===== config.mk =====
export PLATFORM = sky130hd
export DESIGN_NAME = mux_scan_flat
export DESIGN_NICKNAME = d
export VERILOG_FILES = /design/src/rtl/mux_scan_if.sv /design/src/rtl/mux_scan.sv /design/src/flat_wrapper.sv
export SDC_FILE = /design/constraint.sdc
export NUM_CORES = 1
export LEC_CHECK = 0
export ABC_AREA = 1
export ABC_CLOCK_PERIOD_IN_PS = 1700
export CAP_MARGIN = 10
export CORE_AREA = 2 2 39 41
export DETAILED_ROUTE_END_ITERATION = 16
export DIE_AREA = 0 0 41 43
export HOLD_SLACK_MARGIN = 0.06
export PLACE_DENSITY = 0.7
export SYNTH_ARGS = -nofsm -noshare
export SYNTH_HDL_FRONTEND = slang
export SYNTH_SLANG_ARGS = --single-unit
export TNS_END_PERCENT = 100

===== constraint.sdc =====
create_clock -name clk -period 1.7 [get_ports clk]
set_input_delay 0.51 -clock clk [delete_from_list [all_inputs] [get_ports clk]]
set_output_delay 0.51 -clock clk [all_outputs]
set_load 0.01 [all_outputs]

===== src/rtl/mux_scan_if.sv =====
// mux_scan_if: channel bank / control / status bundle for mux_scan.
//   din        packed input channels, channel i at din[i*W +: W]
//   mode       0 = manual (follow sel), 1 = auto-scan
//   sel        manual channel index (values >= N are out of range)
//   hold       freezes the scan position while in scan mode
//   dout       registered selected channel data
//   cur_sel    channel index currently driving the mux
//   out_valid  dout holds a genuine sample
//   wrap       one-cycle pulse after the scan wraps from N-1 to 0
//   sel_err    manual sel was out of range on the previous edge
// master: the side that drives channels and controls (source/testbench).
// slave : the selector itself.
interface mux_scan_if #(
  parameter int W    = 2,
  parameter int N    = 4,
  parameter int SELW = 2
);
  logic [N*W-1:0] din;
  logic           mode;
  logic [SELW-1:0] sel;
  logic           hold;
  logic [W-1:0]   dout;
  logic [SELW-1:0] cur_sel;
  logic           out_valid;
  logic           wrap;
  logic           sel_err;

  modport master (
    output din, mode, sel, hold,
    input  dout, cur_sel, out_valid, wrap, sel_err
  );

  modport slave (
    input  din, mode, sel, hold,
    output dout, cur_sel, out_valid, wrap, sel_err
  );
endinterface


===== src/rtl/mux_scan.sv =====
// mux_scan: N-channel, W-bit registered channel selector with manual
// selection and an auto-scan mode that dwells DWELL cycles per channel.
// Ports:
//   clk  rising-edge clock
//   rst  synchronous, active-high reset
//   bus  mux_scan_if.slave (din/mode/sel/hold in; dout/cur_sel/
//        out_valid/wrap/sel_err out, all registered)
module mux_scan #(
  parameter int W     = 2,
  parameter int N     = 4,
  parameter int SELW  = 2,
  parameter int DWELL = 4
) (
  input  logic        clk,
  input  logic        rst,
  mux_scan_if.slave   bus
);
  // Counter must hold 0..DWELL-1; keep at least one bit for DWELL=1.
  localparam int CW = (DWELL > 1) ? $clog2(DWELL) : 1;

  logic [CW-1:0]   cnt_q;
  logic [SELW-1:0] cur_q;
  logic [W-1:0]    dout_q;
  logic            valid_q;
  logic            wrap_q;
  logic            err_q;

  logic [W-1:0]    sel_data;
  logic            sel_ok;
  logic            dwell_done;
  logic            at_last;

  // Explicit compare loop avoids indexing past N when 2^SELW > N.
  always_comb begin
    sel_data = '0;
    for (int i = 0; i < N; i++) begin
      if (cur_q == SELW'(i)) sel_data = bus.din[i*W +: W];
    end
  end

  assign sel_ok     = (32'(bus.sel) < 32'(N));
  assign dwell_done = (cnt_q == CW'(DWELL - 1));
  assign at_last    = (cur_q == SELW'(N - 1));

  always_ff @(posedge clk) begin
    if (rst) begin
      cnt_q   <= '0;
      cur_q   <= '0;
      dout_q  <= '0;
      valid_q <= 1'b0;
      wrap_q  <= 1'b0;
      err_q   <= 1'b0;
    end else begin
      dout_q  <= sel_data;
      valid_q <= 1'b1;
      wrap_q  <= 1'b0;
      if (!bus.mode) begin
        // Manual: counter parked at 0 so a later switch to scan starts fresh.
        cnt_q <= '0;
        if (sel_ok) begin
          cur_q <= bus.sel;
          err_q <= 1'b0;
        end else begin
          err_q <= 1'b1;
        end
      end else begin
        err_q <= 1'b0;
        if (!bus.hold) begin
          if (!dwell_done) begin
            cnt_q <= cnt_q + CW'(1);
          end else begin
            cnt_q <= '0;
            if (at_last) begin
              cur_q  <= '0;
              wrap_q <= 1'b1;
            end else begin
              cur_q  <= cur_q + SELW'(1);
            end
          end
        end
      end
    end
  end

  assign bus.dout      = dout_q;
  assign bus.cur_sel   = cur_q;
  assign bus.out_valid = valid_q;
  assign bus.wrap      = wrap_q;
  assign bus.sel_err   = err_q;
endmodule


===== src/flat_wrapper.sv =====
// flat-port wrapper written by rule: the top's interface ports become plain ports
module mux_scan_flat 
#(
  parameter int W     = 2,
  parameter int N     = 4,
  parameter int SELW  = 2,
  parameter int DWELL = 4
)
  (clk, rst, bus_din, bus_mode, bus_sel, bus_hold, bus_dout, bus_cur_sel, bus_out_valid, bus_wrap, bus_sel_err);
  mux_scan_if #(.W(W), .N(N), .SELW(SELW)) bus_i ();
  input  logic clk;
  input  logic rst;
  input wire logic [$bits(bus_i.din)-1:0] bus_din;
  input wire logic [$bits(bus_i.mode)-1:0] bus_mode;
  input wire logic [$bits(bus_i.sel)-1:0] bus_sel;
  input wire logic [$bits(bus_i.hold)-1:0] bus_hold;
  output wire logic [$bits(bus_i.dout)-1:0] bus_dout;
  output wire logic [$bits(bus_i.cur_sel)-1:0] bus_cur_sel;
  output wire logic [$bits(bus_i.out_valid)-1:0] bus_out_valid;
  output wire logic [$bits(bus_i.wrap)-1:0] bus_wrap;
  output wire logic [$bits(bus_i.sel_err)-1:0] bus_sel_err;
  assign bus_i.din = bus_din;
  assign bus_i.mode = bus_mode;
  assign bus_i.sel = bus_sel;
  assign bus_i.hold = bus_hold;
  assign bus_dout = bus_i.dout;
  assign bus_cur_sel = bus_i.cur_sel;
  assign bus_out_valid = bus_i.out_valid;
  assign bus_wrap = bus_i.wrap;
  assign bus_sel_err = bus_i.sel_err;
  mux_scan #(.W(W), .N(N), .SELW(SELW), .DWELL(DWELL)) u_core (.clk(clk), .rst(rst), .bus(bus_i));
endmodule

==> reports/qor.yml, run 1 <==
setup_viol_count_final: 0
min_delay_path_depth: 2
grt_pass1_vias: 427
ctsHtreeMaxLevel: 1
cp-end-kind: "primary output"
cts_tree: "yes"
drive_gt1_share_pct: 7.23
die_area_sq_um: 1760
wire_per_inst_microns: 9.30
ys_top_cells_by_count: "nand2_1 (13), inv_1 (9), dfxtp_1 (8)"
routed_wl_microns: 921
synth_nets: 81
antenna_left: 0
finalMaxSlewViolations: 0
syn2layout_area_growth_pct: 51.4
core_area_sq_um: 1380
synth_area_leaders: "dfxtp_1 (37%), ha_1 (14%), nand2_1 (11%)"
dpl.hpwl_microns: 743
layout_setup_ws_ns: 0.101
ys.flop_type: "dfxtp_1"
min_period_ns: 1.60
start_kind: "register"
initial_core_util_pct: 31.5
antenna_found_initial: 0
netlist_area_sq_um: 435
p_int_mw: 0.338
power_mw: 0.456
synthArstFlopShare_pct: 0
avgViaCountPerCell: 4.49
max_freq_ghz: 0.625
synth_edf_count: 0
cts_hold_buf: 0
synth_cell_type_count: 14
cellPowerDensity_nw_per_um2: 691
power.share.sequential_pct: 45.0
pre_cts_slack_ns: 0.142
final.setup.tns_ns: 0
clkSinkCount: 8
nNetsFinal: 104
cts_root_buf: "clkbuf_4"
clockPowerShare_pct: 33.0
clk_latency_ns: 0.26
r2r_slack_ns: 0.60
yosysTopAreaCell: "dfxtp_1"
post-route-period-util_pct: 94.1
ys.warnings.count: 0
yosysMostFrequentCell: "nand2_1"
grt_pass1_wl_mm: 1.64
yosysSeqAreaShare_pct: 36.8
cp_num_buf_inv: 1
gr-total-overflow: 0
fp.dieH_microns: 43
p_comb_share_pct: 22.0
hold_violations: 0
core.rowCount: 14
r2r_end: "u_core.bus.cur_sel[1]$_SDFFE_PP0P_"
crit_required_ns: 1.19
worstHoldEndpoint: "u_core.cnt_q[1]$_SDFFE_PP0N_"
seq_area_sq_um: 161
vias: 445
cp_cell_sequence: "clkdlybuf4s50_1"
worstSetupPathType: "register to primary output"
drc: 0
rr_worst_depth: 5
crit_start: "u_core.bus.dout[1]$_SDFF_PP0_"
syn_area_per_cell_sq_um: 7.02
num_io_pins: 21
arrival_ns: 1.09
ys_ff_latch: 8
cap_violations: 0
multi_input_area_sq_um: 230
io_buffers: 19
cp_max_fo: 1
clk_transition_reported_paths_ns: 0.05
die_w_microns: 41
placed_area_sq_um: 638
fillCellCount: 149
switching_share_pct: 25.9
finalInstanceArea_sq_um: 659
fin_util_pct: 47.6
p_leak_nw: 0.309
routabilityCongestion: 0.761
slowest_delay_ns: 0.52
hold_path_class: "register to register"
grt_max_degree: 7
switchingPower_mw: 0.118
cts_setup_buffers: 0
worst_ir_drop_vdd_v: 0.000295
clockBufferDepth: 2
syn_inst: 62
grt.total_usage_pct: 14.9
synth_top_area_share_pct: 36.8
rsz0062_at_grt: "no"
status: "finished clean"
min-delay-start: "u_core.cnt_q[1]$_SDFFE_PP0N_"
firstDrtPassIters: 3
numCtsBuffers: 3
r2r-start: "u_core.bus.cur_sel[0]$_SDFFE_PP0P_"
cp_top_family: "buffers and inverters"
drtIter0Drc: 5
n_antenna_cell: 0
skew_ns: 0.00234
crit_path_top_delay_cell: "clkdlybuf4s50_1"
## per-layer routing
layer	global-route usage (%)	wire length (microns)
met1	14.6	382
met2	21.3	396
met3	8.90	109
met4	12.0	31
met5	0	0
## area by class of cell
type,count,area share [%]
Multi-Input combinational cell,43,34.9
Tap cell,16,3.04
Inverter,10,5.69
Clock buffer,3,3.42
Sequential cell,8,24.5
Timing Repair Buffer,19,28.5
## metrics by stage
stage | hold slack, ns | instances
after global routing | 0.521 | 99
after detailed placement | 0.461 | 96
after global placement | 0.456 | 96
final | 0.468 | 99
after CTS | 0.469 | 99
after floorplan | 0.439 | 62
## state kept, by name, summed over array words and instances (netlist names)
signal,cells
u_core.bus.cur_sel,2
u_core.bus.out_valid,1
u_core.bus.dout,2
u_core.cnt_q,2
u_core.bus.wrap,1
## worst min-delay path: stages, from the launching register on
cell and delay (ns):
dfxtp_1 0.31, nand2_1 0.05, a21oi_1 0.05
## kinds of logic (layout without fill, tap and decap cells)
logic type      after synthesis  count (layout)  synth area share [%]
simple gates                 27              27                  25.6
other cells                   1               1                 0.861
compound gates               10              10                  12.1
flops                         8               8                  36.8
fa+ha+maj                     5               5                  14.4
buf+inv                      11              32                  10.3
## what timing repair did
action / 4_1_cts / 5_1_grt
endpoints found under the hold margin: 0 / 0
setup endpoints to repair: 2 / 0
resized for setup: 3 / 0
## power groups by stage
stage | combinational (mW) | sequential, mW | clock [mW]
floorplan | 0.0418 | 0.213 | 0
global placement | 0.101 | 0.209 | 0
detailed placement | 0.103 | 0.209 | 0
CTS | 0.102 | 0.205 | 0.161
global route | 0.115 | 0.207 | 0.170
finish | 0.100 | 0.205 | 0.150
## worst max path at each step
stage	cells past startpoint	to
after floorplan	5	u_core.bus.cur_sel[1]$_SDFFE_PP0P_
after global placement	6	u_core.bus.cur_sel[1]$_SDFFE_PP0P_
after detailed placement	6	u_core.bus.cur_sel[1]$_SDFFE_PP0P_
after CTS	1	bus_dout[1]
after global routing	1	bus_dout[1]
final	1	bus_dout[1]
## cell usage in the layout, fill, tap and decap left out
| master | instances |
|---|---|
| a21oi_1 | 6 |
| clkbuf_4 | 3 |
| clkdlybuf4s50_1 | 17 |
| conb_1 | 1 |
| dfxtp_1 | 7 |
| dfxtp_2 | 1 |
| dlygate4sd2_1 | 2 |
| ha_1 | 5 |
| inv_1 | 9 |
| inv_2 | 1 |
| nand2_1 | 13 |
| nand2_2 | 1 |
| nand3_1 | 4 |
| nor2_1 | 7 |
| nor3_1 | 2 |
| o21a_1 | 1 |
| o21ai_0 | 3 |
Note: power is estimated with default switching activity, not from simulation.
==> run 2, diff against run 1 <==
Settings changed: GPL_TIMING_DRIVEN set to 1, SKIP_CTS_REPAIR_TIMING set to 1.
==> reports/qor.yml, run 2 (synthesis gave the netlist of run 1 again) <==
status: "finished clean"
die_area_sq_um: 1760  # unchanged
nNetsFinal: 104  # unchanged
switchingPower_mw: 0.118  # +0.19%
switching_share_pct: 25.9  # -0.040 points
cap_violations: 0  # unchanged
rsz0062_at_grt: "no"
syn2layout_area_growth_pct: 53.2
clockPowerShare_pct: 32.9  # about the same
antenna_left: 0  # unchanged
avgViaCountPerCell: 4.53  # +0.67%
cts_tree: "yes"
fillCellCount: 147  # -1.3%
vias: 448  # +0.67%
crit_required_ns: 1.19  # about the same
numCtsBuffers: 3  # unchanged
final_cell_mix: "clkdlybuf4s50_1 (17), nand2_1 (13), inv_1 (9)"
p_int_mw: 0.339  # +0.40%
cellPowerDensity_nw_per_um2: 686  # -0.78%
drtIter0Drc: 5  # unchanged
drive_gt1_share_pct: 7.23  # unchanged
core_area_sq_um: 1380  # unchanged
crit_path_top_delay_cell: "clkdlybuf4s50_1"
worst_ir_drop_vdd_v: 0.000295  # about the same
fp.dieH_microns: 43  # unchanged
finalMaxSlewViolations: 0  # unchanged
p_comb_share_pct: 22.2  # +0.2 points
start_kind: "register"
clk_latency_ns: 0.26  # about the same
gr-total-overflow: 0  # unchanged
grt.total_usage_pct: 14.8  # -0.10 points
finalInstanceArea_sq_um: 667  # +1.1%
initial_core_util_pct: 31.5  # unchanged
p_leak_nw: 0.332  # +7.5%
placed_area_sq_um: 638  # unchanged
firstDrtPassIters: 3  # unchanged
grt_pass1_vias: 428  # +0.23%
worstSetupPathType: "register to primary output"
wire_per_inst_microns: 9.35  # +0.54%
die_w_microns: 41  # unchanged
cp_cell_sequence: "clkdlybuf4s50_1"
slowest_delay_ns: 0.52  # about the same
hold_violations: 0  # unchanged
cp_max_fo: 1  # unchanged
cp_top_family: "buffers and inverters"
core.rowCount: 14  # unchanged
num_io_pins: 21  # unchanged
cp_num_buf_inv: 1  # unchanged
dpl.hpwl_microns: 743  # unchanged
drc: 0  # unchanged
arrival_ns: 1.09  # about the same
grt_max_degree: 7  # unchanged
max_freq_ghz: 0.625  # about the same
setup_viol_count_final: 0  # unchanged
post-route-period-util_pct: 94.1  # about the same
cp-end-kind: "primary output"
min_period_ns: 1.60  # -0.00000900 ns
io_buffers: 19  # unchanged
ctsHtreeMaxLevel: 1  # unchanged
final_common_cell: "clkdlybuf4s50_1"
routed_wl_microns: 926  # +0.54%
skew_ns: 0.00238  # +0.0000369 ns
clockBufferDepth: 2  # unchanged
clkSinkCount: 8  # unchanged
power.share.sequential_pct: 44.9  # about the same
n_antenna_cell: 0  # unchanged
cts_root_buf: "clkbuf_4"
grt_pass1_wl_mm: 1.62  # -0.86%
antenna_found_initial: 0  # unchanged
clk_transition_reported_paths_ns: 0.05  # about the same
hold_ws_ns: 0.468  # unchanged
routabilityCongestion: 0.761  # unchanged
hold_path_class: "register to register"
[run 2: changes by cell type in the layout (fill, tap and decap cells not counted), sizes merged]
cell,change
dlymetal6s2s,+2
dlygate4sd2,-2
[run 2: power by group through the flow]
| stage | clock network [mW] | registers [mW] | logic (mW) |
|---|---|---|---|
| after floorplan | 0 | 0.213 | 0.0418 |
| after global placement | 0 | 0.209 | 0.101 |
| after detailed placement | 0 | 0.209 | 0.103 |
| after CTS | 0.161 | 0.205 | 0.104 |
| after global routing | 0.170 | 0.207 | 0.116 |
| final | 0.150 | 0.205 | 0.102 |
[run 2: path summary, 6_finish.rpt]
path | from | endpoint | slack, ns | depth (start not counted)
worst max-delay path | u_core.bus.dout[1]$_SDFF_PP0_ | bus_dout[1] | 0.10 | 1
worst min register to register | u_core.cnt_q[1]$_SDFFE_PP0N_ | u_core.cnt_q[1]$_SDFFE_PP0N_ | 0.47 | 2
worst max register to register | u_core.bus.cur_sel[1]$_SDFFE_PP0P_ | u_core.bus.cur_sel[1]$_SDFFE_PP0P_ | 0.59 | 5
worst min-delay path | u_core.cnt_q[1]$_SDFFE_PP0N_ | u_core.cnt_q[1]$_SDFFE_PP0N_ | 0.47 | 2
[run 2: layer usage]
layer | global-route usage (%) | up-vias | part of all wire [%]
met5 | 0 | - | 0
li1 | - | 235 | -
met1 | 14.3 | 189 | 42
met3 | 8.90 | 5 | 12
met2 | 21.3 | 19 | 43
met4 | 12.0 | 0 | 3.3
[run 2: area by class of cell]
cell class,count,area (sq um),area share [%]
inverter,10,37.5,5.63
multi-input combinational,43,230,34.5
clock buffer,3,22.5,3.38
tap,16,20.0,3.00
timing repair buffer,19,195,29.3
sequential,8,161,24.2
[run 2: per-stage QoR]
stage	utilization, %	std cells	setup TNS [ns]	power, mW	setup slack, ns
2_1_floorplan	-	62	0	0.255	0.559
3_3_place_gp	46.1	96	0	0.310	0.171
3_5_place_dp	46.1	96	0	0.313	0.142
4_1_cts	47.7	99	-0.108	0.470	-0.0663
5_1_grt	48.2	99	0	0.493	0.0339
6_report	48.2	99	0	0.457	0.101
==> run 3, diff against run 2 <==
Settings changed: GPL_TIMING_DRIVEN 1 to not set.
==> results of run 3 <==
The final DEF is identical to that of run 2; final timing and power are the same.
